[config.mk]
export PLATFORM = sky130hd
export DESIGN_NAME = pc_sequencer
export DESIGN_NICKNAME = d
export VERILOG_FILES = /design/src/rtl/pc_sequencer.sv
export SDC_FILE = /design/constraint.sdc
export NUM_CORES = 1
export LEC_CHECK = 0
export ABC_CLOCK_PERIOD_IN_PS = 2640
export CORE_UTILIZATION = 38
export DETAILED_ROUTE_END_ITERATION = 10
export GPL_ROUTABILITY_DRIVEN = 0
export HOLD_SLACK_MARGIN = 0.08
export PLACE_DENSITY = 0.78
export SYNTH_ARGS = -nofsm -noshare
export SYNTH_HDL_FRONTEND = slang
export SYNTH_SLANG_ARGS = --single-unit
export TNS_END_PERCENT = 100
[constraint.sdc]
create_clock -name clk -period 2.64 [get_ports clk]
set_input_delay 0.528 -clock clk [delete_from_list [all_inputs] [get_ports clk]]
set_output_delay 0.528 -clock clk [all_outputs]
set_load 0.02 [all_outputs]
[src/rtl/pc_sequencer.sv]
// Program-counter sequencer for the single-cycle RISC-V core: chooses next_pc
// each cycle and runs the BOOT / RUN / WAIT / HALT control flow around fetch.
//
// state | meaning
// BOOT  | post-reset delay, next_pc pinned to RESET_VECTOR
// RUN   | normal fetch; retires when imem is ready and the target is aligned
// WAIT  | instruction memory not ready; counts toward fetch timeout
// HALT  | debug halt or fault; PC held until resume (fault is sticky)
module pc_sequencer #(
   parameter logic [31:0] RESET_VECTOR = 32'h0000_0000,
   parameter int          BOOT_CYCLES  = 2,
   parameter int          WAIT_TIMEOUT = 16
) (
   input  logic        clk,
   input  logic        reset,
   input  logic [31:0] pc,
   input  logic        imem_ready,
   input  logic        jump,
   input  logic [31:0] jump_target,
   input  logic        branch_taken,
   input  logic [31:0] branch_target,
   input  logic        halt_req,
   input  logic        resume,
   output logic [31:0] next_pc,
   output logic        fetch_valid,
   output logic [1:0]  state,
   output logic        halted,
   output logic        fault,
   output logic [31:0] instret
);

   typedef enum logic [1:0] {
      ST_BOOT = 2'd0,
      ST_RUN  = 2'd1,
      ST_WAIT = 2'd2,
      ST_HALT = 2'd3
   } state_t;

   localparam int BW = $clog2(BOOT_CYCLES) + 1;
   localparam int WW = $clog2(WAIT_TIMEOUT) + 1;
   localparam logic [BW-1:0] BOOT_LAST = BW'(BOOT_CYCLES - 1);
   // The RUN cycle that first sees not-ready counts as miss 1, so WAIT
   // gives up on its (WAIT_TIMEOUT-1)-th not-ready cycle.
   localparam logic [WW-1:0] WAIT_LAST = WW'(WAIT_TIMEOUT - 1);

   state_t         st;
   logic [BW-1:0]  boot_cnt;
   logic [WW-1:0]  wait_cnt;
   logic           fault_q;
   logic [31:0]    instret_q;

   logic [31:0]    seq_pc;
   logic [31:0]    target;
   logic           misalign;
   logic           fetch_ok;

   assign seq_pc   = pc + 32'd4;
   assign target   = jump ? jump_target : (branch_taken ? branch_target : seq_pc);
   assign misalign = (target[1:0] != 2'b00);
   assign fetch_ok = !halt_req && imem_ready && !misalign;

   always_comb begin
      next_pc     = pc;
      fetch_valid = 1'b0;
      if (reset) begin
         next_pc = RESET_VECTOR;
      end else begin
         unique case (st)
            ST_BOOT: next_pc = RESET_VECTOR;
            ST_RUN, ST_WAIT: begin
               if (fetch_ok) begin
                  next_pc     = target;
                  fetch_valid = 1'b1;
               end
            end
            ST_HALT: next_pc = pc;
         endcase
      end
   end

   always_ff @(posedge clk) begin
      if (reset) begin
         st        <= ST_BOOT;
         boot_cnt  <= '0;
         wait_cnt  <= '0;
         fault_q   <= 1'b0;
         instret_q <= '0;
      end else begin
         unique case (st)
            ST_BOOT: begin
               boot_cnt <= boot_cnt + BW'(1);
               if (boot_cnt == BOOT_LAST) st <= ST_RUN;
            end
            ST_RUN: begin
               if (halt_req) begin
                  st <= ST_HALT;
               end else if (!imem_ready) begin
                  st       <= ST_WAIT;
                  wait_cnt <= WW'(1);
               end else if (misalign) begin
                  fault_q <= 1'b1;
                  st      <= ST_HALT;
               end else begin
                  instret_q <= instret_q + 32'd1;
               end
            end
            ST_WAIT: begin
               if (halt_req) begin
                  st       <= ST_HALT;
                  wait_cnt <= '0;
               end else if (imem_ready) begin
                  wait_cnt <= '0;
                  if (misalign) begin
                     fault_q <= 1'b1;
                     st      <= ST_HALT;
                  end else begin
                     instret_q <= instret_q + 32'd1;
                     st        <= ST_RUN;
                  end
               end else if (wait_cnt >= WAIT_LAST) begin
                  fault_q  <= 1'b1;
                  st       <= ST_HALT;
                  wait_cnt <= '0;
               end else begin
                  wait_cnt <= wait_cnt + WW'(1);
               end
            end
            ST_HALT: begin
               if (resume && !fault_q && !halt_req) st <= ST_RUN;
            end
         endcase
      end
   end

   assign state   = st;
   assign halted  = (st == ST_HALT);
   assign fault   = fault_q;
   assign instret = instret_q;

endmodule
### Word level (Yosys, flattened, before mapping)

Index checks and enable logic that the tools add are counted.

| word-level totals | value |
|---|---|
| bits in registers | 42 |
| latch bits | 0 |
| RAM bits | 0 |
| bits in read-only memories | 0 |
| bits of input ports | 103 |
| word-level logic and storage cells | 71 |
| memories kept | 0 |

| operators by class | value |
|---|---|
| $add $sub $neg | 4 |
| multiply operators | 0 |
| div/mod/pow operators | 0 |
| $lt $le $gt $ge | 1 |
| equality and inequality tests | 13 |
| shifts and indexed selects | 0 |
| multiplexer cells | 31 |
| bitwise logic cells | 2 |
| reductions and logical operators | 15 |

Operators by type and width:

| operator | number |
|---|---|
| 32-bit two-way mux | 4 |
| 32-bit case mux with 3 select lines | 1 |
| 32-bit by 1-bit adder with 32-bit output, second input constant | 1 |
| 32-bit by 3-bit adder with 32-bit output, second input constant | 1 |
| 5-bit two-way mux | 5 |
| 2-bit two-way mux | 9 |
| 2-bit != test, second input constant | 5 |
| 5-bit case mux with 2 select lines | 1 |
| 1-bit two-way mux | 9 |
| 4-bit != test, second input constant | 2 |
| 2-bit case mux with 4 select lines | 1 |
| 4-bit AND reduction | 2 |
| 5-bit by 1-bit adder with 5-bit output, second input constant | 1 |
| 5-bit by 4-bit >= comparator with 1-bit output, second input constant | 1 |
| 5-bit AND reduction | 1 |
| 2-bit by 1-bit == test with 1-bit output, second input constant | 2 |
| 2-bit == test, second input constant | 2 |
| 1-bit logical AND | 4 |
| 2-bit nonzero test | 2 |
| 1-bit zero test | 3 |
| 3-bit != test, second input constant | 1 |
| 3-bit AND reduction | 1 |
| 2-bit by 1-bit adder with 2-bit output, second input constant | 1 |
| 2-bit zero test | 1 |
| 4 further kinds | 5 |

### Depth between registers and ports, before layout

Gate-level depths: netlist of run 1.

| depth | value |
|---|---|
| word-level depth | 9 |
| gate-level depth with buffers | 10 |
| depth with buffers taken out | 9 |

### Worst setup path after synthesis of run 1

Ideal clock, no wire load.

| path | value |
|---|---|
| kind | input to output |
| start | input pc[2] |
| end | output next_pc[20] |
| arrival | 2.717 ns |
| data required time | 2.112 ns |
| setup slack | -0.605 ns |
| cell stages on the path | 7 |
| cells stage by stage | ha_1 nand4_1 nor4_1 nand2_1 xnor2_1 a21oi_1 a2111oi_0 |

| between the ends | value |
|---|---|
| cells in the longest elaborated chain, start to end | 6 |

Ends and longest elaborated chain:

| element | RTL line | RTL |
|---|---|---|
| start: declaration | 16 | `input logic [31:0] pc,` |
| 32-bit by 3-bit adder with 32-bit output | 57 | `assign seq_pc = pc + 32'd4;` |
| 32-bit two-way mux (2 in a row) | 58 | `assign target = jump ? jump_target : (branch_taken ? branch_target : seq_pc);` |
| 32-bit two-way mux | 71 | `if (fetch_ok) begin` |
| 32-bit case mux with 3 select lines | 68 | `unique case (st)` |
| 32-bit two-way mux | 65 | `if (reset) begin` |
| end: declaration | 24 | `output logic [31:0] next_pc,` |

Every way passes these cells.

### Worst setup path after layout of run 1

| path | value |
|---|---|
| start | input pc[18] |
| end | output next_pc[31] |

Same word-level chain as after synthesis.

==> results.sh, run 1 <==
export IMPL_outcome="finished, violations left"
export IMPL_violations="negative setup slack"
export IMPL_setup_violations=29
export IMPL_p_switching_mw=0.825
export IMPL_cp_slowest_cell="nand4_1"
export IMPL_vias=5806
export IMPL_die_w_um=100
export IMPL_hold_buffers=0
export IMPL_design_die_area_um2=10100
export IMPL_ir_drop_mv=0.477
export IMPL_cap_violations=0
export IMPL_initial_utilization=0.396
export IMPL_r2r_end="instret[29]"
export IMPL_dp_hpwl_um=12300
export IMPL_drtIter0Drc=347
export IMPL_r2r_start="state[0]"
export IMPL_clock_latency_ns=0.29
export IMPL_finalWorstSetupSlack_ns=-0.317
export IMPL_ant_nets=0
export IMPL_end_kind="output pin"
export IMPL_routedWlPerCell_um=22.3
export IMPL_crit_start="pc[18]"
export IMPL_tns_ns=-3.29
export IMPL_yosys_most_used_dff="dfxtp_1"
export IMPL_post_route_period_util=1.12
export IMPL_synth_common_cells="nor2_1 (65), nand2_1 (47), dfxtp_1 (42)"
export IMPL_swShare=0.347
export IMPL_power_frac_comb=0.492
export IMPL_power_internal_mw=1.55
export IMPL_viasPerCell=6.18
export IMPL_cts_tree="yes"
export IMPL_p_seq_frac=0.291
export IMPL_syn2layout_area_growth_pct=106
export IMPL_utilization=0.814
export IMPL_syn_nets=622
export IMPL_rows=35
export IMPL_path_cells="clkdlybuf4s15_1, buf_4, nand4_1, nor4_4, nand4_1, nor2_1, xnor2_1, o21ai_1, buf_4"
export IMPL_preCtsSetupSlack_ns=-1.08
export IMPL_worst_pin_slew_ns=0.528
export IMPL_synth_area_leaders="dfxtp_1 (23%), nor2_1 (6.6%), xnor2_1 (5.5%), o21ai_0 (5.0%), nand2_1 (4.8%)"
export IMPL_layout_nets=923
export IMPL_drc=0
export IMPL_hold_viol=0
export IMPL_hold_slack_ns=0.506
export IMPL_ios=172
export IMPL_reg2reg_depth=10
export IMPL_synthArstFlopShare=0
export IMPL_numCtsBuffers=5
export IMPL_final_cell_area_um2=7550
export IMPL_syn_area_per_cell_um2=7.21
export IMPL_required_ns=2.11
export IMPL_grt_overflow=0
export IMPL_io_buffers=171
export IMPL_syn_area_um2=3670
export IMPL_drtPass1Iterations=5
export IMPL_total_power_mw=2.38
export IMPL_rsz0062_at_grt="yes"
export IMPL_yosysSeqAreaShare=0.229
export IMPL_yosysMostFrequentCell="nor2_1"
export IMPL_power_density_nw_per_um2=315
export IMPL_cp_slowest_stage_delay_ns=0.36
export IMPL_synth_distinct_cells=61
export IMPL_crit_path_end="next_pc[31]"
export IMPL_cp_max_fo=3
export IMPL_crit_arrival_ns=2.43
export IMPL_start_kind="input pin"
export IMPL_maxSlewViolCount=0
export IMPL_ys_warn_count=0
export IMPL_wirelength_um=20900
export IMPL_synth_top_area_frac=0.229
export IMPL_drive_above_1_share=0.416
export IMPL_fmax_mhz=338
export IMPL_grt_pass1_wl_um=26700
export IMPL_die_h_um=100
export IMPL_clkPwrFrac=0.218
export IMPL_p_leak_nw=3.04
export IMPL_placed_cells=902
export IMPL_grt_util_all_layers=0.335
export IMPL_maxSlewHeadroom=0.648
export IMPL_core_um2=9280
export IMPL_yosys_area_top_type="dfxtp_1"
export IMPL_finalClockSkew_ns=0.0124
export IMPL_grt_pass1_vias=5410
export IMPL_antenna_found_initial=1
export IMPL_placed_area_um2=6440
export IMPL_path_clk_slew_ns=0.07
export IMPL_cts_sinks=42
export IMPL_critPathKind="input pin to output pin"
export IMPL_syn_inst=509
export IMPL_htree_levels=2
export IMPL_cts_root_buf="clkbuf_8"
export IMPL_grt_max_degree=47
export IMPL_synth_edf_count=0
export IMPL_fin_cells=940
export IMPL_worstHoldPathType="flip-flop to flip-flop"
export IMPL_cts_buffer_depth=2
export IMPL_synth_seq_cells=42
export IMPL_rrSetupSlack_ns=0.23
export IMPL_min_period_ns=2.96
how the worst min path moves through the flow:
stage	cells past startpoint	end	startpoint
floorplan	2	wait_cnt[3]	wait_cnt[3]
global placement	2	wait_cnt[3]	wait_cnt[3]
detailed placement	1	fault	fault
CTS	1	fault	fault
global route	2	wait_cnt[4]	wait_cnt[4]
finish	1	fault	fault
what timing repair did:
item                                    4_1_cts  5_1_grt
gates cloned                                  3        0
pin swaps                                    57       52
endpoints found under the setup margin       33       32
setup buffers                                16       17
gates resized for setup                     372      120
layout by cell type, fill, tap and decap left out, types with 7 or more instances in the layout:
cell type	instances
clkbuf_2	8
buf_4	131
nand4_1	18
a22o_1	10
and3_1	10
buf_6	53
xnor2_1	22
nor2_1	54
o21ai_1	7
nand3_1	17
ha_1	8
o21ai_2	12
and4_1	8
nand2_1	43
clkdlybuf4s50_1	104
o21ai_0	16
xor2_1	13
a21oi_1	16
inv_1	15
buf_2	8
dfxtp_1	40
worst max-delay path: cells and delay by family:
| family | cells | cell delay, ns |
|---|---|---|
| AND/OR/NAND/NOR | 4 | 1.13 |
| buffers and inverters | 3 | 0.50 |
| AO/OA/AOI/OAI | 1 | 0.18 |
| XOR/XNOR | 1 | 0.09 |
flip-flops by register name, summed over array words and instances, names as in the netlist:
| register | cells |
|---|---|
| instret | 32 |
| state | 2 |
| fault | 1 |
| wait_cnt | 5 |
| boot_cnt | 2 |
cell families after synthesis:
logic type / share of synthesized area
DFF: 0.229
adders and majority gates: 0.0341
AOI/OAI and AO/OA: 0.258
xor gates and xnor gates: 0.0859
buffers and inverters: 0.0504
and+or+nand+nor: 0.320
muxes: 0.0232
metal layers:
metal / wire (um) / vias to the layer above / GRT usage
met1: 7270 / 2742 / 0.360
met5: 0 / - / 0
met4: 1660 / 0 / 0.240
met2: 9560 / 432 / 0.592
met3: 2440 / 137 / 0.0606
li1: - / 2495 / -
power groups by stage:
| stage | clock network (mW) | registers, mW | logic [mW] |
|---|---|---|---|
| 5_1_grt | 0.552 | 0.695 | 1.22 |
| 4_1_cts | 0.526 | 0.690 | 1.03 |
| 3_5_place_dp | 0 | 0.701 | 0.924 |
| 3_3_place_gp | 0 | 0.698 | 0.904 |
| 6_report | 0.518 | 0.691 | 1.17 |
| 2_1_floorplan | 0 | 0.715 | 0.421 |
final cells by class:
class	count	area, um2
multi-input combinational	424	3430
timing repair buffer	320	2940
fill	540	1730
sequential	42	848
tap	129	161
clock buffer	6	82.6
inverter	17	68.8
clock inverter	1	30.0
antenna	1	2.50
No activity file was read; power rests on OpenSTA's default activity.
==> inputs of run 2 (changes only) <==
Settings changed: GPL_ROUTABILITY_DRIVEN 0 to unset.
==> results.sh, run 2 (same netlist as run 1, synthesis figures left out) <==
export IMPL_cp_slowest_cell="clkdlybuf4s50_1"
export IMPL_dp_hpwl_um=12400
export IMPL_ir_drop_mv=0.544
export IMPL_io_buffers=171
export IMPL_cts_root_buf="clkbuf_8"
export IMPL_maxSlewHeadroom=0.659
export IMPL_grt_pass1_vias=5283
export IMPL_drtPass1Iterations=5
export IMPL_largest_reg_flops=32
export IMPL_fmax_mhz=361
export IMPL_drc=0
export IMPL_cts_buffer_depth=2
export IMPL_p_leak_nw=3.05
export IMPL_hold_buffers=0
export IMPL_htree_levels=2
export IMPL_hold_viol=0
export IMPL_syn2layout_area_growth_pct=105
export IMPL_cp_buffers_inverters=2
export IMPL_grt_overflow=0
export IMPL_min_period_ns=2.77
export IMPL_antenna_found_initial=1
export IMPL_layout_commonest_cell="buf_4"
export IMPL_ant_nets=0
export IMPL_core_um2=9280
export IMPL_total_power_mw=2.34
export IMPL_drive_above_1_share=0.405
export IMPL_vias=5596
export IMPL_cts_tree="yes"
export IMPL_die_h_um=100
export IMPL_viasPerCell=5.95
export IMPL_violations="negative setup slack"
export IMPL_numCtsBuffers=5
export IMPL_path_clk_slew_ns=0.08
export IMPL_end_kind="output pin"
export IMPL_min_from="boot_cnt[1]"
export IMPL_grt_max_degree=47
export IMPL_critPathKind="input pin to output pin"
export IMPL_num_fill_cells=572
export IMPL_cap_violations=0
export IMPL_rows=35
export IMPL_layout_nets=922
export IMPL_cp_slowest_stage_delay_ns=0.61
export IMPL_wirelength_um=19100
export IMPL_finalClockSkew_ns=0.0109
export IMPL_routedWlPerCell_um=20.3
export IMPL_setup_violations=22
export IMPL_initial_utilization=0.396
export IMPL_finalWorstSetupSlack_ns=-0.131
export IMPL_clock_latency_ns=0.30
export IMPL_design_die_area_um2=10100
export IMPL_final_cell_area_um2=7540
export IMPL_rrSetupSlack_ns=0.41
export IMPL_post_route_period_util=1.05
export IMPL_reg2reg_depth=8
export IMPL_hold_path_depth=2
export IMPL_die_w_um=100
export IMPL_r2r_start="state[0]"
export IMPL_worst_pin_slew_ns=0.508
export IMPL_grt_util_all_layers=0.327
export IMPL_critical_path_top_delay_family="buffers and inverters"
export IMPL_crit_arrival_ns=2.24
export IMPL_worstHoldPathType="flip-flop to flip-flop"
export IMPL_grt_pass1_wl_um=26100
export IMPL_globalplace_congestion=0.930
export IMPL_power_density_nw_per_um2=310
export IMPL_r2r_end="instret[30]"
export IMPL_drtIter0Drc=339
export IMPL_path_cells="clkdlybuf4s50_1, nand2_1, nor2b_2, nand4_1, nor3_1, a211oi_1, o21ai_2, buf_6"
export IMPL_cts_sinks=42
export IMPL_maxSlewViolCount=0
export IMPL_placed_area_um2=6400
export IMPL_layout_common_cells="buf_4 (123), clkdlybuf4s50_1 (102), buf_6 (59)"
export IMPL_rsz0062_at_grt="yes"
export IMPL_hold_path_end="boot_cnt[1]"
export IMPL_cp_max_fo=3
export IMPL_required_ns=2.11
export IMPL_outcome="finished, violations left"
export IMPL_start_kind="input pin"
export IMPL_ios=172
[run 2: what timing repair did]
item,4_1_cts,5_1_grt
gates resized for setup,368,118
gates cloned,2,1
setup endpoints to repair,33,33
setup buffers,19,15
pin swaps,62,63
[run 2: layout make-up]
cell class	count	area (um2)	area share
Inverter	17	68.8	0.00913
Clock buffer	5	68.8	0.00913
Timing Repair Buffer	319	2980	0.395
Sequential cell	42	848	0.113
Tap cell	129	161	0.0214
Clock inverter	3	40.0	0.00531
Multi-Input combinational cell	424	3370	0.446
Antenna cell	2	5.00	0.000664
[run 2: how the worst max path moves through the flow]
| stage | from | endpoint | slack [ns] | depth (start not counted) |
|---|---|---|---|---|
| 2_1_floorplan | state[0] | next_pc[19] | 0.01 | 10 |
| 3_3_place_gp | jump | next_pc[26] | -1.08 | 8 |
| 3_5_place_dp | jump | next_pc[4] | -1.09 | 8 |
| 4_1_cts | pc[3] | next_pc[22] | -0.04 | 10 |
| 5_1_grt | pc[26] | next_pc[29] | -0.22 | 8 |
| 6_report | pc[27] | next_pc[29] | -0.13 | 8 |
[run 2: routing by layer]
| layer | part of all wire | up-vias | GRT usage |
|---|---|---|---|
| li1 | - | 2493 | - |
| met1 | 0.36 | 2648 | 0.362 |
| met2 | 0.48 | 342 | 0.591 |
| met3 | 0.090 | 113 | 0.0655 |
| met4 | 0.067 | 0 | 0.166 |
| met5 | 0 | - | 0 |
[run 2: stage by stage]
step           cells   util  hold slack (ns)  setup WS [ns]  setup TNS (ns)
5_1_grt          940  0.812            0.529         -0.223           -2.41
2_1_floorplan    509      -            0.455         0.0146               0
4_1_cts          925  0.759            0.503        -0.0436          -0.269
3_3_place_gp     898  0.690            0.471          -1.08          -31.83
3_5_place_dp     898  0.690            0.489          -1.09          -32.88
6_report         941  0.812            0.502         -0.131           -1.13
[run 2: report_power, final]
part | total (mW) | internal, mW | switching, mW
logic | 1.14 | 0.585 | 0.558
clock network | 0.504 | 0.278 | 0.226
registers | 0.689 | 0.666 | 0.0229
[run 2: tightest hold or removal path, delay by kind of cell, from the launching register on]
family          cells  cell delay, ns
flops               1            0.31
simple gates        1            0.10
compound gates      1            0.05
==> inputs of run 3 (changes only) <==
Settings changed: ABC_CLOCK_PERIOD_IN_PS 2640 to 2400, GPL_ROUTABILITY_DRIVEN set to 1.
Clock period 2.64 ns to 2.4 ns, I/O delays scaled along.
==> results.sh, run 3 (same netlist as run 1, synthesis figures left out) <==
export IMPL_critical_path_top_delay_family="buffers and inverters"
export IMPL_layout_common_cells="buf_4 (118), clkdlybuf4s50_1 (103), nor2_1 (58)"
export IMPL_grt_util_all_layers=0.341
export IMPL_crit_top_cell="buf_6"
export IMPL_num_fill_cells=657
export IMPL_rrSetupSlack_ns=0.15
export IMPL_min_from="wait_cnt[3]"
export IMPL_cp_buffers_inverters=4
export IMPL_wirelength_um=17700
export IMPL_routedWlPerCell_um=19.1
export IMPL_end_kind="output pin"
export IMPL_cts_buffer_depth=2
export IMPL_hold_buffers=0
export IMPL_cts_sinks=42
export IMPL_die_w_um=100
export IMPL_r2r_end="instret[28]"
export IMPL_rows=35
export IMPL_drc=0
export IMPL_power_density_nw_per_um2=341
export IMPL_start_kind="flip-flop"
export IMPL_total_power_mw=2.47
export IMPL_numCtsBuffers=5
export IMPL_path_depth=10
export IMPL_seqCellArea_um2=848
export IMPL_crit_arrival_ns=2.20
export IMPL_required_ns=1.92
export IMPL_worstHoldPathType="flip-flop to flip-flop"
export IMPL_grt_overflow=0
export IMPL_hold_slack_ns=0.510
export IMPL_utilization=0.780
export IMPL_drive_above_1_share=0.399
export IMPL_drtIter0Drc=373
export IMPL_multi_input_area_um2=3290
export IMPL_maxSlewHeadroom=0.655
export IMPL_setup_violations=32
export IMPL_outcome="finished, violations left"
export IMPL_clock_latency_ns=0.30
export IMPL_cp_max_fo=5
export IMPL_htree_levels=2
export IMPL_diodes=0
export IMPL_io_buffers=171
export IMPL_cap_violations=0
export IMPL_rsz0062_at_grt="yes"
export IMPL_critPathKind="flip-flop to output pin"
export IMPL_path_cells="inv_4, ha_4, nor2b_4, and4_4, buf_4, nand3_4, buf_6, o21ai_4, o2bb2ai_2, buf_6"
export IMPL_maxSlewViolCount=0
export IMPL_layout_nets=907
export IMPL_vias=5320
export IMPL_cts_root_buf="clkbuf_8"
export IMPL_p_leak_nw=2.89
export IMPL_grt_max_degree=47
export IMPL_ios=172
export IMPL_ant_nets=0
export IMPL_dp_hpwl_um=12900
export IMPL_hold_viol=0
export IMPL_min_period_ns=2.68
export IMPL_viasPerCell=5.76
export IMPL_violations="negative setup slack"
export IMPL_die_h_um=100
export IMPL_largest_reg_flops=32
export IMPL_hold_path_end="wait_cnt[3]"
export IMPL_grt_pass1_vias=5312
export IMPL_finalClockSkew_ns=0.0107
export IMPL_worst_pin_slew_ns=0.517
export IMPL_hold_path_depth=2
export IMPL_cp_slowest_cell="dfxtp_4"
export IMPL_fmax_mhz=374
export IMPL_globalplace_congestion=0.907
export IMPL_cts_tree="yes"
export IMPL_finalWorstSetupSlack_ns=-0.275
export IMPL_reg2reg_depth=9
export IMPL_cp_slowest_stage_delay_ns=0.36
export IMPL_design_die_area_um2=10100
export IMPL_path_clk_slew_ns=0.08
export IMPL_r2r_start="state[1]"
export IMPL_ir_drop_mv=0.425
export IMPL_initial_utilization=0.396
export IMPL_post_route_period_util=1.11
export IMPL_grt_pass1_wl_um=27000
export IMPL_core_um2=9280
export IMPL_antenna_found_initial=0
export IMPL_syn2layout_area_growth_pct=97.1
export IMPL_layout_commonest_cell="buf_4"
export IMPL_drtPass1Iterations=5
-- run 3: worst min-delay path, stage by stage (launching register included) --
cell,delay (ns)
dfxtp_1,0.35
a41oi_1,0.05
nor2_1,0.08
-- run 3: report_power, final --
group	internal [mW]	switching, mW
combinational	0.602	0.579
sequential	0.732	0.0264
clock	0.270	0.257
-- run 3: cell type report --
cell class,count,area share
clock buffer,6,0.0130
clock inverter,2,0.00190
inverter,17,0.0100
multi-input combinational,424,0.455
sequential,42,0.117
tap,129,0.0223
timing repair buffer,304,0.381
-- run 3: worst max path at each step --
stage	start	end	slack [ns]
2_1_floorplan	branch_taken	next_pc[10]	-0.10
3_3_place_gp	pc[2]	next_pc[22]	-1.19
3_5_place_dp	pc[2]	next_pc[22]	-1.17
4_1_cts	state[1]	next_pc[23]	-0.26
5_1_grt	state[1]	next_pc[16]	-0.34
6_report	state[1]	next_pc[17]	-0.28
-- run 3: what timing repair did --
action | in CTS | in global routing
pin swaps | 46 | 20
setup endpoints to repair | 36 | 39
setup buffers | 18 | 3
resized for setup | 419 | 29
gates cloned | 2 | 1
-- run 3: metal layers --
metal  track usage  wire length, um
met1         0.399             6770
met2         0.608             8710
met3        0.0522             1420
met4         0.157              775
met5             0                0
-- run 3: through the flow --
stage / setup WS [ns] / setup TNS (ns) / instances / area [um2]
finish: -0.275 / -6.34 / 924 / 7240
global route: -0.342 / -8.30 / 924 / 7240
CTS: -0.264 / -5.67 / 923 / 7090
detailed placement: -1.17 / -40.68 / 896 / 6500
global placement: -1.19 / -37.29 / 896 / 6500
floorplan: -0.101 / -0.899 / 509 / 3940
